**src/rtl/hazard_ctrl.sv**
```systemverilog
// Hazard and forwarding controller for a 5-stage MIPS pipeline.
// Tracks destination, result source and Tnew of the instructions in E, M and W.
// Compares them against the D-stage Tuse values to choose forwarding selects.
// Stalls (freezing F/D and bubbling E) when a value cannot arrive in time.
module hazard_ctrl #(
  parameter int STALL_CNT_W = 32
) (
  input  logic                   clk,
  input  logic                   reset,
  input  logic [4:0]             rs_D,
  input  logic [4:0]             rt_D,
  input  logic [1:0]             tuse_rs_D,
  input  logic [1:0]             tuse_rt_D,
  input  logic [4:0]             dst_D,
  input  logic [1:0]             res_sel_D,
  output logic                   stall,
  output logic [2:0]             fwd_rs_D,
  output logic [2:0]             fwd_rt_D,
  output logic [2:0]             fwd_rs_E,
  output logic [2:0]             fwd_rt_E,
  output logic [1:0]             fwd_rt_M,
  output logic [STALL_CNT_W-1:0] stall_cnt
);

  typedef enum logic [1:0] {
    RES_ALU  = 2'b00,
    RES_DM   = 2'b01,
    RES_PC8  = 2'b10,
    RES_NONE = 2'b11
  } res_e;

  localparam logic [2:0] SEL_REG   = 3'b000;
  localparam logic [2:0] SEL_ALU_M = 3'b001;
  localparam logic [2:0] SEL_PC8_M = 3'b010;
  localparam logic [2:0] SEL_WD_W  = 3'b011;

  localparam logic [STALL_CNT_W-1:0] CNT_ONE = {{(STALL_CNT_W-1){1'b0}}, 1'b1};

  // Shadow pipeline
  logic [4:0] rs_E, rt_E, dst_E;
  res_e       res_E;
  logic [1:0] tnew_E;
  logic [4:0] rt_M, dst_M;
  res_e       res_M;
  logic [1:0] tnew_M;
  logic [4:0] dst_W;

  logic [4:0] dst_entry;
  logic [1:0] tnew_entry;
  logic [1:0] tnew_aged;
  logic       haz_rs, haz_rt;

  // A source stalls when a pending producer in E or M is not ready before use.
  function automatic logic src_hazard(input logic [4:0] src, input logic [1:0] tuse,
                                      input logic [4:0] de,  input logic [1:0] te,
                                      input logic [4:0] dm,  input logic [1:0] tm);
    return (tuse != 2'd3) && (src != 5'd0) &&
           (((src == de) && (tuse < te)) || ((src == dm) && (tuse < tm)));
  endfunction

  // Forwarding select: a ready ALU/PC8 result in M beats the older write in W.
  function automatic logic [2:0] fwd_sel(input logic [4:0] r,  input logic [4:0] dm,
                                         input logic [1:0] tm, input res_e rm,
                                         input logic [4:0] dw);
    if (r == 5'd0)                                   return SEL_REG;
    if ((r == dm) && (tm == 2'd0) && (rm == RES_ALU)) return SEL_ALU_M;
    if ((r == dm) && (tm == 2'd0) && (rm == RES_PC8)) return SEL_PC8_M;
    if (r == dw)                                     return SEL_WD_W;
    return SEL_REG;
  endfunction

  // Tnew and effective destination of the D instruction as it enters E
  always_comb begin
    // NOTE: every output of a combinational block gets a default first so no path can infer a latch.
    dst_entry  = dst_D;
    tnew_entry = 2'd0;
    case (res_e'(res_sel_D))
      RES_ALU, RES_PC8: tnew_entry = 2'd1;
      RES_DM:           tnew_entry = 2'd2;
      default:          dst_entry  = 5'd0;
    endcase
  end

  assign tnew_aged = (tnew_E == 2'd0) ? 2'd0 : tnew_E - 2'd1;

  assign haz_rs = src_hazard(rs_D, tuse_rs_D, dst_E, tnew_E, dst_M, tnew_M);
  assign haz_rt = src_hazard(rt_D, tuse_rt_D, dst_E, tnew_E, dst_M, tnew_M);
  assign stall  = haz_rs | haz_rt;

  assign fwd_rs_D = fwd_sel(rs_D, dst_M, tnew_M, res_M, dst_W);
  assign fwd_rt_D = fwd_sel(rt_D, dst_M, tnew_M, res_M, dst_W);
  assign fwd_rs_E = fwd_sel(rs_E, dst_M, tnew_M, res_M, dst_W);
  assign fwd_rt_E = fwd_sel(rt_E, dst_M, tnew_M, res_M, dst_W);
  assign fwd_rt_M = ((rt_M != 5'd0) && (rt_M == dst_W)) ? 2'b01 : 2'b00;

  // Advance the shadow pipeline; E takes a bubble while stalled
  always_ff @(posedge clk or negedge reset) begin
    if (!reset) begin
      rs_E   <= 5'd0;
      rt_E   <= 5'd0;
      dst_E  <= 5'd0;
      res_E  <= RES_ALU;
      tnew_E <= 2'd0;
      rt_M   <= 5'd0;
      dst_M  <= 5'd0;
      res_M  <= RES_ALU;
      tnew_M <= 2'd0;
      dst_W  <= 5'd0;
    end else begin
      // NOTE: non-blocking assignments let every stage read the old value of the stage before it.
      if (stall) begin
        rs_E   <= 5'd0;
        rt_E   <= 5'd0;
        dst_E  <= 5'd0;
        res_E  <= RES_ALU;
        tnew_E <= 2'd0;
      end else begin
        rs_E   <= rs_D;
        rt_E   <= rt_D;
        dst_E  <= dst_entry;
        res_E  <= res_e'(res_sel_D);
        tnew_E <= tnew_entry;
      end
      rt_M   <= rt_E;
      dst_M  <= dst_E;
      res_M  <= res_E;
      tnew_M <= tnew_aged;
      dst_W  <= dst_M;
    end
  end

  // Saturating count of stall cycles
  always_ff @(posedge clk or negedge reset) begin
    if (!reset) begin
      stall_cnt <= '0;
    end else if (stall && (stall_cnt != '1)) begin
      stall_cnt <= stall_cnt + CNT_ONE;
    end
  end

endmodule

```
**config.mk**
```make
export PLATFORM = sky130hd
export DESIGN_NAME = hazard_ctrl
export DESIGN_NICKNAME = d
export VERILOG_FILES = /design/src/rtl/hazard_ctrl.sv
export SDC_FILE = /design/constraint.sdc
export NUM_CORES = 1
export LEC_CHECK = 0
export CAP_MARGIN = 10
export CORE_MARGIN = 1
export CORE_UTILIZATION = 47
export DETAILED_ROUTE_END_ITERATION = 7
export HOLD_SLACK_MARGIN = 0.02
export PLACE_DENSITY = 0.83
export SYNTH_ARGS = -nofsm -noshare
export SYNTH_HDL_FRONTEND = slang
export SYNTH_SLANG_ARGS = --single-unit
export TNS_END_PERCENT = 20
```
**constraint.sdc**
```tcl
create_clock -name clk -period 2.5 [get_ports clk]
set_clock_uncertainty 0.1 [all_clocks]
set_input_delay 0.5 -clock clk [delete_from_list [all_inputs] [get_ports clk]]
set_output_delay 0.5 -clock clk [all_outputs]
set_load 0.02 [all_outputs]
```
==> summary.txt <==
Run status
  – Status: finished, violations left
  – Violations in the final reports: negative setup slack

Setup path
  – Maximum net fanout on the critical path: 4
  – Required time at the endpoint of the critical path: 1.90 ns
  – Classification of the worst setup path: register to output pin
  – Critical path capture point type: output pin
  – Number of cells traversed by the worst register-to-register path: 10
  – Reg-to-reg slack, setup: -0.16 ns
  – Launch point of the worst reg-to-reg path: dst_M[3]
  – Data arrival, critical path: 2.17 ns
  – Launching element type of the critical path: register
  – Critical register-to-register path endpoint: stall_cnt[1]
  – Startpoint of the worst setup timing path: dst_M[3]

Synth
  – Area share of the largest cell type after synthesis: 0.479
  – Largest area contributor in the netlist: dfrtp_1
  – Most frequent cell after synthesis: dfrtp_1
  – Number of enable flip-flop cells after synthesis: 0
  – Synthesized area per cell: 10.5 um2
  – Most numerous cell types in the synthesized netlist: dfrtp_1 (70), xor2_1 (62), nor2_1 (25)
  – Leading register cell type out of synthesis: dfrtp_1
  – Seq cells post-synth: 70
  – Largest cells by area after synthesis: dfrtp_1 (48%), xor2_1 (15%), xnor2_1 (5.5%)
  – Mapped Cells: 349
  – Post-synthesis cell area: 0.00366 mm2
  – Unique cell type count in the Yosys netlist: 38
  – Sequential cell area fraction in the yosys report: 0.479
  – Post-synth ARST share: 1.00
  – Number of warnings printed during yosys synthesis: 0

Power and ir drop
  – Share of total power in the clock network: 0.325
  – Sequential group share of total power: 0.458
  – Switching power: 0.828 mW
  – Switching part of the total power: 0.288
  – Int Pwr: 2.04 mW
  – Power Dens Cells: 550 mW/mm2
  – IR Drop Worst-Case VDD: 450 uV
  – Total Power: 2.87 mW
  – Comb pwr share: 0.217
  – Leakage power summed over all cells: 2.38 nW

Drt
  – Total number of vias: 3,060
  – Sum of routed wire length over all layers: 9370 um
  – Number of iterations in the first detailed-routing pass: 4
  – Vias per cell: 5.32
  – Number of routed nets with antenna violations: 0
  – DRC viols: 0
  – WL per Instance: 16.3 um
  – DRC violation total after the first TritonRoute iteration: 116

CTS
  – Clock-pin slew reported for the worst setup and hold paths after clock tree synthesis: 0.07 ns
  – CTS Buf Count: 9
  – Worst-case clock buffer depth: 2
  – Clock latency reported for the late side of the worst-skew pair: 0.35 ns
  – CTS sink cnt: 70
  – CTS H-tree lvls: 3
  – CTS tree: yes
  – Root cell of the clock tree: clkbuf_8

Floorplan
  – DIE AREA: 0.00814 mm2
  – Ports: 70
  – Width of the chip: 90.2 um
  – Height of the die: 90.2 um
  – Number of standard-cell rows in the floorplan: 31
  – CORE AREA: 0.00737 mm2
  – Effective utilization at floorplan: 0.496

Global route
  – First-pass GRT wire length: 14,900 um
  – Via count of the first global-routing pass: 3,056
  – Pin count of the biggest net entering global routing: 71
  – GR Overflow Total: 0
  – Number of antenna violations at the first check in global routing: 0
  – Total routing usage reported by global routing: 0.236

Timing
  – Portion of the clock cycle consumed by the worst path in the final layout: 1.11
  – Fin. Hold Viols: 0
  – Number of max-slew violations in the final report: 0
  – Setup slack after layout: -0.272 ns
  – WHS: 0.0600 ns
  – FMAX: 361 MHz
  – Number of endpoints failing setup at the final stage: 35
  – Time the final worst path needs with I/O delays and setup: 2.77 ns
  – RSZ-0062 raised after global routing: yes

Cells and area
  – Filler instances: 522
  – Final standard cell utilization of the core: 0.708
  – Number of nets in the final layout: 499
  – Fraction of final layout cells sized beyond drive strength 1: 0.284
  – Number of antenna cells inserted: 0
  – Layout Cells excl Fill: 575
  – Layout Area Growth over Synthesis: 42.7%

Place
  – Gpl congestion: 0.903
  – Dpl hpwl: 6400 um
  – # placed instances: 552
  – Count of input and output buffers: 64

Job
  – Number of max-cap violations: 0

Hold path
  – Worst hold path class: input pin to asynchronous set/reset pin
==> area by class of cell <==
type / count / area [um2] / share of cell area
Inverter: 5 / 18.8 / 0.00360
Multi-Input combinational cell: 261 / 2030 / 0.388
Timing Repair Buffer: 124 / 1090 / 0.210
Clock inverter: 4 / 45.0 / 0.00864
Tap cell: 99 / 124 / 0.0237
Sequential cell: 70 / 1750 / 0.336
Clock buffer: 12 / 155 / 0.0297
==> power by group through the flow <==
stage	Sequential [mW]	Clock, mW	Combinational [mW]
after floorplan	1.36	0	0.238
after global placement	1.33	0	0.545
after detailed placement	1.33	0	0.559
after CTS	1.31	0.951	0.600
after global routing	1.33	0.994	0.667
final	1.32	0.932	0.623
==> worst max-delay path, cell delays in order (launching register included) <==
cell and delay [ns]:
dfrtp_1 0.39, buf_6 0.14, xor2_2 0.15, nor4_2 0.33
nand2_1 0.16, or3_1 0.35, a21oi_2 0.15, buf_4 0.15
==> repair_timing <==
| action | 4_1_cts | 5_1_grt |
|---|---|---|
| resized for setup | 90 | 20 |
| setup buffers | 6 | 1 |
| pin swaps | 20 | 8 |
| hold buffers | 0 | 0 |
| hold endpoints to repair | 0 | 0 |
| setup endpoints to repair | 60 | 60 |
==> kinds of logic (layout without fill, tap and decap cells) <==
| family | after synthesis | after routing | synth area share |
|---|---|---|---|
| and+or+nand+nor | 147 | 147 | 0.230 |
| buffers and inverters | 22 | 145 | 0.0325 |
| adders and majority gates | 5 | 5 | 0.0171 |
| AOI/OAI and AO/OA | 18 | 18 | 0.0335 |
| muxes | 1 | 1 | 0.00308 |
| xor gates and xnor gates | 85 | 85 | 0.204 |
| DFF | 70 | 70 | 0.479 |
| other | 1 | 5 | 0.00103 |
==> worst max path at each step <==
stage                     depth (start not counted)  slack, ns          end
after CTS                                         8      -0.28        stall
after detailed placement                          9      -0.96  fwd_rt_D[0]
after global placement                            8      -0.90        stall
final                                             7      -0.27  fwd_rs_D[0]
after floorplan                                   5      -0.09  fwd_rt_E[1]
after global routing                              9      -0.37        stall
==> per-layer routing <==
metal  vias up  global-route usage  wire, um
met5         -                   0         0
met4         0               0.132       350
met3        34              0.0364       421
met2       109               0.407      4810
met1      1502               0.282      3780
li1       1415                   -         -
==> flip-flops by register name (all words and copies together), names as in the netlist <==
name and flops:
dst_W 5, dst_M 5, rs_E 5, rt_M 5, res_E 2, rt_E 5
res_M 2, stall_cnt 32, tnew_E 2, dst_E 5, tnew_M 2
==> stage by stage <==
step                      TNS [ns]  worst slack, ns  instance area (um2)
after floorplan             -0.202          -0.0910                 3680
after global placement      -34.55           -0.899                 4760
after detailed placement    -37.31           -0.962                 4760
after CTS                    -5.11           -0.278                 5110
after global routing         -9.92           -0.367                 5220
final                        -4.08           -0.272                 5220
==> placed cells by master, fill, tap and decap left out, types with 14 or more instances in the layout <==
master	n
buf_4	60
and2_1	18
clkdlybuf4s50_1	41
nand3_1	17
xor2_1	56
xnor2_1	23
dfrtp_1	69
nor2_1	22
nand2_1	17
nor3_1	14
Power figures use the tool's default switching activity.
